File: config.mk
export PLATFORM = sky130hd
export DESIGN_NAME = riscv_v_reduct_accum
export DESIGN_NICKNAME = d
export VERILOG_FILES = /design/src/rtl/riscv_v_pkg.sv /design/src/rtl/riscv_v_reduct_accum_combine.sv /design/src/rtl/riscv_v_reduct_accum.sv
export SDC_FILE = /design/constraint.sdc
export NUM_CORES = 1
export LEC_CHECK = 0
export ABC_AREA = 1
export CAP_MARGIN = 20
export CORE_MARGIN = 1
export CORE_UTILIZATION = 55
export DETAILED_ROUTE_END_ITERATION = 8
export PLACE_DENSITY = 0.94
export SYNTH_ARGS = -nofsm -noshare
export SYNTH_HDL_FRONTEND = slang
export SYNTH_SLANG_ARGS = --single-unit
File: constraint.sdc
create_clock -name clk -period 3 [get_ports clk]
set_clock_uncertainty 0.15 [all_clocks]
set_input_delay 0.6 -clock clk [delete_from_list [all_inputs] [get_ports clk]]
set_output_delay 0.6 -clock clk [all_outputs]
set_load 0.005 [all_outputs]
File: src/rtl/riscv_v_pkg.sv
// Shared vector-ALU types for the reduction accumulator.
// Holds op/osize encodings, FSM states, beat limit and osize decode.
package riscv_v_pkg;

    localparam int RISCV_V_NUM_BYTES_DATA = 16;
    localparam int REDUCT_MAX_BEATS       = 8;

    typedef enum logic [1:0] {
        OP_AND = 2'd0,
        OP_OR  = 2'd1,
        OP_XOR = 2'd2
    } reduct_op_e;

    // One-hot element size: bit0=8b, bit1=16b, bit2=32b, bit3=64b
    typedef logic [3:0] osize_t;

    typedef enum logic {
        S_IDLE,
        S_ACCUM
    } reduct_state_e;

    // Element size in bytes; the widest set bit wins if not one-hot
    function automatic int osize_to_bytes(input osize_t osize);
        if (osize[3])      return 8;
        else if (osize[2]) return 4;
        else if (osize[1]) return 2;
        else               return 1;
    endfunction

endpackage

File: src/rtl/riscv_v_reduct_accum_combine.sv
// Combinational fold of one beat's partial into the running accumulator.
// Ports: acc, partial, op, osize in; combined out (bytes >= E forced to 0).
module riscv_v_reduct_accum_combine
    import riscv_v_pkg::*;
#(
    parameter int DATA_BYTES = RISCV_V_NUM_BYTES_DATA,
    parameter int BYTE_WIDTH = 8
) (
    input  logic [DATA_BYTES*BYTE_WIDTH-1:0] acc,
    input  logic [DATA_BYTES*BYTE_WIDTH-1:0] partial,
    input  logic [1:0]                       op,
    input  osize_t                           osize,
    output logic [DATA_BYTES*BYTE_WIDTH-1:0] combined
);

    logic [DATA_BYTES*BYTE_WIDTH-1:0] raw;
    int nbytes;

    always_comb begin
        case (op)
            OP_AND:  raw = acc & partial;
            OP_XOR:  raw = acc ^ partial;
            default: raw = acc | partial;  // reserved op 3 behaves as OR
        endcase
    end

    always_comb begin
        nbytes   = osize_to_bytes(osize);
        combined = '0;
        for (int i = 0; i < DATA_BYTES; i++) begin
            if (i < nbytes)
                combined[i*BYTE_WIDTH +: BYTE_WIDTH] = raw[i*BYTE_WIDTH +: BYTE_WIDTH];
        end
    end

endmodule

File: src/rtl/riscv_v_reduct_accum.sv
// Result register / multi-beat reduction accumulator after the bitwise units.
// Ports: in_* beat with valid/ready, out_* beat with valid/ready, sticky out_overflow.
module riscv_v_reduct_accum
    import riscv_v_pkg::*;
#(
    parameter int DATA_BYTES = RISCV_V_NUM_BYTES_DATA,
    parameter int BYTE_WIDTH = 8,
    parameter int MAX_BEATS  = REDUCT_MAX_BEATS
) (
    input  logic                             clk,
    input  logic                             rst,
    input  logic                             in_valid,
    output logic                             in_ready,
    input  logic                             in_is_reduct,
    input  logic                             in_first,
    input  logic                             in_last,
    input  logic [1:0]                       in_op,
    input  logic [3:0]                       in_osize,
    input  logic [DATA_BYTES*BYTE_WIDTH-1:0] in_data,
    input  logic [DATA_BYTES-1:0]            in_byte_valid,
    output logic                             out_valid,
    input  logic                             out_ready,
    output logic [DATA_BYTES*BYTE_WIDTH-1:0] out_data,
    output logic [DATA_BYTES-1:0]            out_byte_valid,
    output logic                             out_overflow
);

    localparam int W  = DATA_BYTES * BYTE_WIDTH;
    localparam int CW = $clog2(MAX_BEATS + 1);

    reduct_state_e           state_q, state_d;
    logic [W-1:0]            acc_q, acc_d;
    logic [CW-1:0]           cnt_q, cnt_d, cnt_inc;
    logic [W-1:0]            partial, combined, out_data_d;
    logic [DATA_BYTES-1:0]   lane_en, out_bv_d;
    logic                    accept, start, emit, ovf_set;
    int                      nbytes;

    // Output slot frees up in the same cycle it drains
    assign in_ready = ~out_valid | out_ready;
    assign accept   = in_valid & in_ready;
    // In IDLE every reduct beat opens a new reduction
    assign start    = (state_q == S_IDLE) | in_first;
    assign cnt_inc  = (cnt_q == CW'(MAX_BEATS)) ? cnt_q : cnt_q + 1'b1;

    always_comb begin
        nbytes  = osize_to_bytes(in_osize);
        lane_en = '0;
        partial = '0;
        for (int i = 0; i < DATA_BYTES; i++) begin
            lane_en[i] = (i < nbytes);
            if (lane_en[i] && in_byte_valid[i])
                partial[i*BYTE_WIDTH +: BYTE_WIDTH] = in_data[i*BYTE_WIDTH +: BYTE_WIDTH];
        end
    end

    riscv_v_reduct_accum_combine #(
        .DATA_BYTES (DATA_BYTES),
        .BYTE_WIDTH (BYTE_WIDTH)
    ) u_combine (
        .acc      (acc_q),
        .partial  (partial),
        .op       (in_op),
        .osize    (in_osize),
        .combined (combined)
    );

    // State register
    always_ff @(posedge clk) begin
        if (rst) state_q <= S_IDLE;
        else     state_q <= state_d;
    end

    // Next state: every accepted reduct beat lands by its last flag
    always_comb begin
        state_d = state_q;
        if (accept && in_is_reduct)
            state_d = in_last ? S_IDLE : S_ACCUM;
    end

    // Datapath / output decisions
    always_comb begin
        acc_d      = acc_q;
        cnt_d      = cnt_q;
        emit       = 1'b0;
        ovf_set    = 1'b0;
        out_data_d = out_data;
        out_bv_d   = out_byte_valid;
        if (accept) begin
            if (!in_is_reduct) begin
                emit       = 1'b1;
                out_data_d = in_data;
                out_bv_d   = in_byte_valid;
            end else if (start && in_last) begin
                emit       = 1'b1;
                out_data_d = partial;
                out_bv_d   = lane_en;
                acc_d      = '0;
                cnt_d      = '0;
            end else if (start) begin
                acc_d = partial;
                cnt_d = CW'(1);
            end else if (in_last) begin
                emit       = 1'b1;
                out_data_d = combined;
                out_bv_d   = lane_en;
                acc_d      = '0;
                cnt_d      = '0;
            end else begin
                acc_d   = combined;
                cnt_d   = cnt_inc;
                ovf_set = (cnt_inc == CW'(MAX_BEATS));
            end
        end
    end

    always_ff @(posedge clk) begin
        if (rst) begin
            acc_q          <= '0;
            cnt_q          <= '0;
            out_valid      <= 1'b0;
            out_data       <= '0;
            out_byte_valid <= '0;
            out_overflow   <= 1'b0;
        end else begin
            acc_q <= acc_d;
            cnt_q <= cnt_d;
            if (emit) begin
                out_valid      <= 1'b1;
                out_data       <= out_data_d;
                out_byte_valid <= out_bv_d;
            end else if (out_ready) begin
                out_valid <= 1'b0;
            end
            if (ovf_set)
                out_overflow <= 1'b1;
        end
    end

endmodule

---- Yosys cells after proc, flatten, opt, wreduce, memory -nomap -nowiden ----
Index checks and enable logic that the tools add are counted.
cells by class
  add/subtract/negate cells ............... 1
  $lt $le $gt $ge ......................... 16
  equality and inequality tests ........... 5
  muxes and demuxes ....................... 64
  bitwise logic cells ..................... 8
  reduce and logical (&&, ||, !) cells .... 22
operators with widths
  cell                 number
  $mux 128             7
  $lt 5x32->1 const A  8
  $mux 8               32
  $pmux 128 s2         1
  $and 128x128->128    1
  $lt 4x32->1 const A  4
  $or 128x128->128     1
  $xor 128x128->128    1
  $lt 3x32->1 const A  2
  $mux 16              4
  $mux 32              2
  $lt 1x32->1 const A  1
  $lt 2x32->1 const A  1
  $logic_and 1x1->1    18
  $mux 4               4
  $mux 1               13
  $eq 4x4->1 const B   2
  $add 4x1->4 const B  1
  $reduce_and 4->1     1
  $ne 3x1->1 const B   1
  $ne 3x2->1 const B   1
  $eq 2x2->1 const B   1
  $logic_not 2->1      1
  $mux 2               1
  other kinds (5)      7
storage, ports and cells
  bits in registers ....................... 279
  bits of input ports ..................... 157
  output and inout bits ................... 147
  logic and storage cells ................. 123

---- Depth between registers and ports, before layout ----
  word-level depth ........................ 13
  mapped depth ............................ 14
  mapped depth without buffers ............ 13

---- By module ----
Synthesis repeated with hierarchy kept, for this count alone.
second synthesis, totals
  cell total of the unflattened synthesis .. 2500
  area, all modules ....................... 16721.0 um^2
by module, submodules not included
  module                        instances  cells an instance  area an instance (um^2)  seq. area each (um^2)
  riscv_v_reduct_accum          1          1851               12704.7                  5585.4
  riscv_v_reduct_accum_combine  1          649                4016.4                   0.0

---- Worst setup path before layout ----
OpenSTA, ideal clock, no wires.
  path kind ............................... input to register
  start point ............................. in in_osize[3]
  end point ............................... reg acc_q[40]
  library setup time ...................... 0.132 ns
  arrival ................................. 1.849 ns
  data required time ...................... 2.718 ns
  slack ................................... 0.868 ns
  stages .................................. 10
  path buffers ............................ 1
  cells stage by stage .................... buf_2 > nand2_1 > inv_1 > nand2_1 > ha_1 > or2_2 > nand3_1 > nand2_1 > nand2_1 > a21oi_1
on the way
  cells in the longest elaborated chain, start to end .. 10
  elaborated cells on any way between the ends .. 12
  classes of those cells .................. 1 x order compare; 7 x mux; 3 x bitwise; 1 x reduce/logical
ends and longest elaborated chain
  what                                      RTL line                            source
  from (decl)                               riscv_v_reduct_accum.sv:18          input logic [3:0] in_osize,
  $mux 32 *                                 riscv_v_pkg.sv:24                   if (osize[3]) return 8;
  $lt 4x32->1 *                             riscv_v_reduct_accum_combine.sv:31  if (i < nbytes)
  $logic_and 1x1->1                         riscv_v_reduct_accum.sv:52          if (lane_en[i] && in_byte_valid[i])
  $mux 8                                    riscv_v_reduct_accum.sv:52
  $or 128x128->128 (tied with other cells)  riscv_v_reduct_accum_combine.sv:23  default: raw = acc | partial;
  $pmux 128 s2                              riscv_v_reduct_accum_combine.sv:20  case (op)
  $mux 8                                    riscv_v_reduct_accum_combine.sv:31
  $mux 128                                  riscv_v_reduct_accum.sv:103         end else if (in_last) begin
  $mux 128 *                                riscv_v_reduct_accum.sv:100         end else if (start) begin
  $mux 128 *                                riscv_v_reduct_accum.sv:94          end else if (start && in_last) begin
  to (signal assigned)                      riscv_v_reduct_accum.sv:119         acc_q <= '0;
  to (signal assigned)                      riscv_v_reduct_accum.sv:126         acc_q <= acc_d;
  to (decl)                                 riscv_v_reduct_accum.sv:32          logic [W-1:0] acc_q, acc_d;
Mark *: on every way between the ends. The rest lies on a longest branch, timed or not.
A chain may end at the register's enable or synchronous reset.

---- Worst setup path in the final report ----
  start point ............................. in out_ready
  end point ............................... out in_ready
on the way
  cells in the longest elaborated chain, start to end .. 1
ends and longest elaborated chain
  what         RTL line                    source
  from (decl)  riscv_v_reduct_accum.sv:22  input logic out_ready,
  $or 1x1->1   riscv_v_reduct_accum.sv:40  assign in_ready = ~out_valid | out_ready;
  to (decl)    riscv_v_reduct_accum.sv:13  output logic in_ready,
Every way passes these cells.

==> metrics.md <==
| Metric | Value |
|---|---|
| Non-filler instance count after layout | `2666` |
| Synth Instances | `2107` |
| CP max stage cell | `clkdlybuf4s50_1` |
| CP Launch Type | `input pin` |
| Final Max Slew Viols | `0` |
| Via Count | `approximately 15000` |
| Std-Cell Rows | `56` |
| Maximum VDD drop | `0.4002 mV` |
| Routability cong. | `between 0.8 and 0.9` |
| Multi-input logic area | `approximately 7500 sq um` |
| Starting Density | `56.49%` |
| Fin crit share | `between 80% and 90%` |
| Req. time, crit path | `approximately 2.3 ns` |
| Input/output buffers | `302` |
| Hold slack | `0.3040 ns` |
| Die Area | `about 25000 sq um` |
| Worst-Skew Late Latency | `between 0.5 and 0.6 ns` |
| I/O pin cnt | `304` |
| Combinational Power Share | `20.5%` |
| Reg2reg setup slack | `~0.75 ns` |
| FILL cells | `1774` |
| Layout area overhead | `30.04%` |
| Initial antenna violation count | `1` |
| GRT Resource Usage Total | `34.53%` |
| RSZ-0062 raised after global routing | `false` |
| Post-cts sizing count | `0` |
| Psw | `2.178 mW` |
| Drt via density | `5.676` |
| Final HPWL DP | `28240 microns` |
| Vias in the first global route | `14710` |
| Final worst setup slack | `0.3138 ns` |
| Setup Fix Bufs, Post-CTS | `0` |
| Residual DRC count | `0` |
| Clock root buffer | `clkbuf_16` |
| Post-synthesis sequential area ratio | `32.27%` |
| Max Cap Viol | `0` |
| Family with the most delay on the worst path | `buffers and inverters` |
| Setup Viol. Count Final | `0` |
| Relative slew margins | `36.19%` |
| Die width | `157.7 microns` |
| CTS sink count | `215` |
| Final wirelength | `44150 microns` |
| Status | `completed` |
| Cell Int Power | `5.377 mW` |
| Crit end category | `output pin` |
| Largest net degree at the start of global routing | `200` |
| Worst-path maximum fanout | `3` |
| # nets final | `~2600` |
| Unique cell type count in the Yosys netlist | `26` |
| Worst-path clk slew | `0.06 ns` |
| Max Buffers Root-to-Sink | `3` |
| CTS tree | `yes` |
| Register share of total power | `40.8%` |
| Min Tclk post-route | `approximately 2.7 ns` |
| Post-synthesis cell area | `13340 sq um` |
| P per Cell Area | `435.6 nW/um^2` |
| Crit. Startpoint | `out_ready` |
| FF+latch count, synth | `215` |
| Fmax | `~0.37 GHz` |
| Clk network pwr share | `between 30% and 40%` |
| TritonRoute pass-1 iters | `7` |
| LEAKAGE | `7.584 nW` |
| Final Hold Vio Count | `0` |
| Post-Syn Area per Cell | `between 6 and 7 sq um` |
| Htree depth | `1` |
| CP Cell Sequence | `clkdlybuf4s50_1 -> inv_1 -> nand2_2 -> clkdlybuf4s50_1` |
| Num CTS Buffers | `25` |
| Worst slew pin tran | `0.9572 ns` |
| Antenna violation net count after detailed routing | `0` |
| CORE AREA | `23610 sq um` |
| First-pass GRT wire length | `69220 microns` |
| Crit Reg-Reg Startpoint | `out_valid` |
| Buf/Inv on CP | `3` |
| Cell mode on critical path | `clkdlybuf4s50_1` |
| Grt ovf | `0` |
| CP max stage delay | `0.61 ns` |
| Net Sw Frac | `28.83%` |
| Storage cell area | `between 4000 and 5000 sq um` |
| Final design utilization | `73.45%` |
| Initial DRC count | `~1200` |
| Layout cells sized above 1 | `4.007%` |
| DP Cell Count | `~2600` |
| Ys Warns | `0` |
| Arr. time, crit path | `1.94 ns` |
| Syn nets | `2378` |
| Hold Path Class | `flop to flop` |
| HP Start | `out_overflow` |
| Critical setup path kind | `input pin to output pin` |
| DP Worst Slack | `-0.01537 ns` |
| Hold_buf cts | `0` |
| Total Power | `7.555 mW` |
| DR WL/cell | `16.56 microns` |
| Die H | `157.7 microns` |
-- power by group through the flow --
stage / Sequential, mW / Combinational [mW] / Clock [mW]
global route: 3.09 / 1.69 / 3.06
floorplan: 3.13 / 0.762 / 0
finish: 3.08 / 1.55 / 2.92
CTS: 3.08 / 1.53 / 2.94
global placement: 3.13 / 1.45 / 0
detailed placement: 3.14 / 1.51 / 0
-- worst paths after layout --
path                            cells after the start            to
worst max-delay path                                4      in_ready
worst max register to register                      6  out_data[51]
worst min-delay path                                2  out_overflow
worst min register to register                      2  out_overflow
-- layer usage --
metal | vias to the layer above | routed length (microns) | global-route usage (%)
met5 | - | 0 | 0
met4 | 0 | 2235 | 21.54
met3 | 194 | 5218 | 9.143
met2 | 971 | 20960 | 59.43
met1 | 6841 | 15730 | 37.73
li1 | 7126 | - | -
-- layout make-up --
class	count	area share (%)
timing repair buffer	335	19.68
sequential	215	24.82
multi-input combinational	1499	43.27
clock inverter	7	0.3607
antenna	1	0.01443
clock buffer	36	4.018
inverter	254	5.540
tap	319	2.301
-- metrics by stage --
step | instance area [sq um] | TNS [ns]
finish | 17340 | 0
global route | 17340 | 0
CTS | 17340 | 0
detailed placement | 16580 | -0.01537
global placement | 16580 | 0
floorplan | 13340 | 0
-- worst min-delay path, stage by stage (launching register included) --
cell,delay [ns]
dfxtp_1,0.31
inv_1,0.05
a21oi_1,0.05
-- placed cells by master (no fill, tap or decap), types with 10 or more instances in the layout --
| cell | netlist | routed |
|---|---|---|
| dfxtp_1 | 215 | 215 |
| o211ai_1 | 12 | 12 |
| o21ai_1 | 10 | 10 |
| buf_4 | 0 | 22 |
| clkdlybuf4s50_1 | 0 | 300 |
| buf_12 | 0 | 12 |
| inv_1 | 248 | 247 |
| clkbuf_16 | 0 | 25 |
| nor2_1 | 169 | 168 |
| nand3_1 | 126 | 126 |
| nand2_1 | 603 | 602 |
| ha_1 | 114 | 114 |
| o21ai_0 | 122 | 122 |
| a21oi_1 | 317 | 317 |
-- sequential cells by signal, indices dropped and copies added (netlist names) --
| register | flops |
|---|---|
| out_overflow | 1 |
| cnt_q | 4 |
| out_byte_valid | 16 |
| acc_q | 64 |
| out_data | 128 |
| out_valid | 1 |
| state_q | 1 |
-- logic make-up after synthesis --
family | count (synthesis) | synth area share (%)
compound gates | 468 | 17.86
xor+xnor | 1 | 0.06568
flops | 215 | 32.27
simple gates | 916 | 27.41
buf+inv | 393 | 11.70
fa+ha+maj | 114 | 10.69
-- synthesized netlist by cell type (all sizes together) --
cell    count  area [sq um]
nand3     126         630.6
or2         5         31.28
nor3        1         5.000
nor2      177         699.4
a21oi     317          1587
o21ai     132         660.6
nand3b      1         7.510
clkbuf     64         240.2
nand2     605          2276
a21boi      1         7.510
a31oi       6         37.54
clkinv      1         3.750
ha        114          1426
dfxtp     215          4304
buf        75         366.6
nand4       1         6.260
xor2        1         8.760
o211ai     12         90.09
inv       253         949.7
No activity file was read; power rests on OpenSTA's default activity.
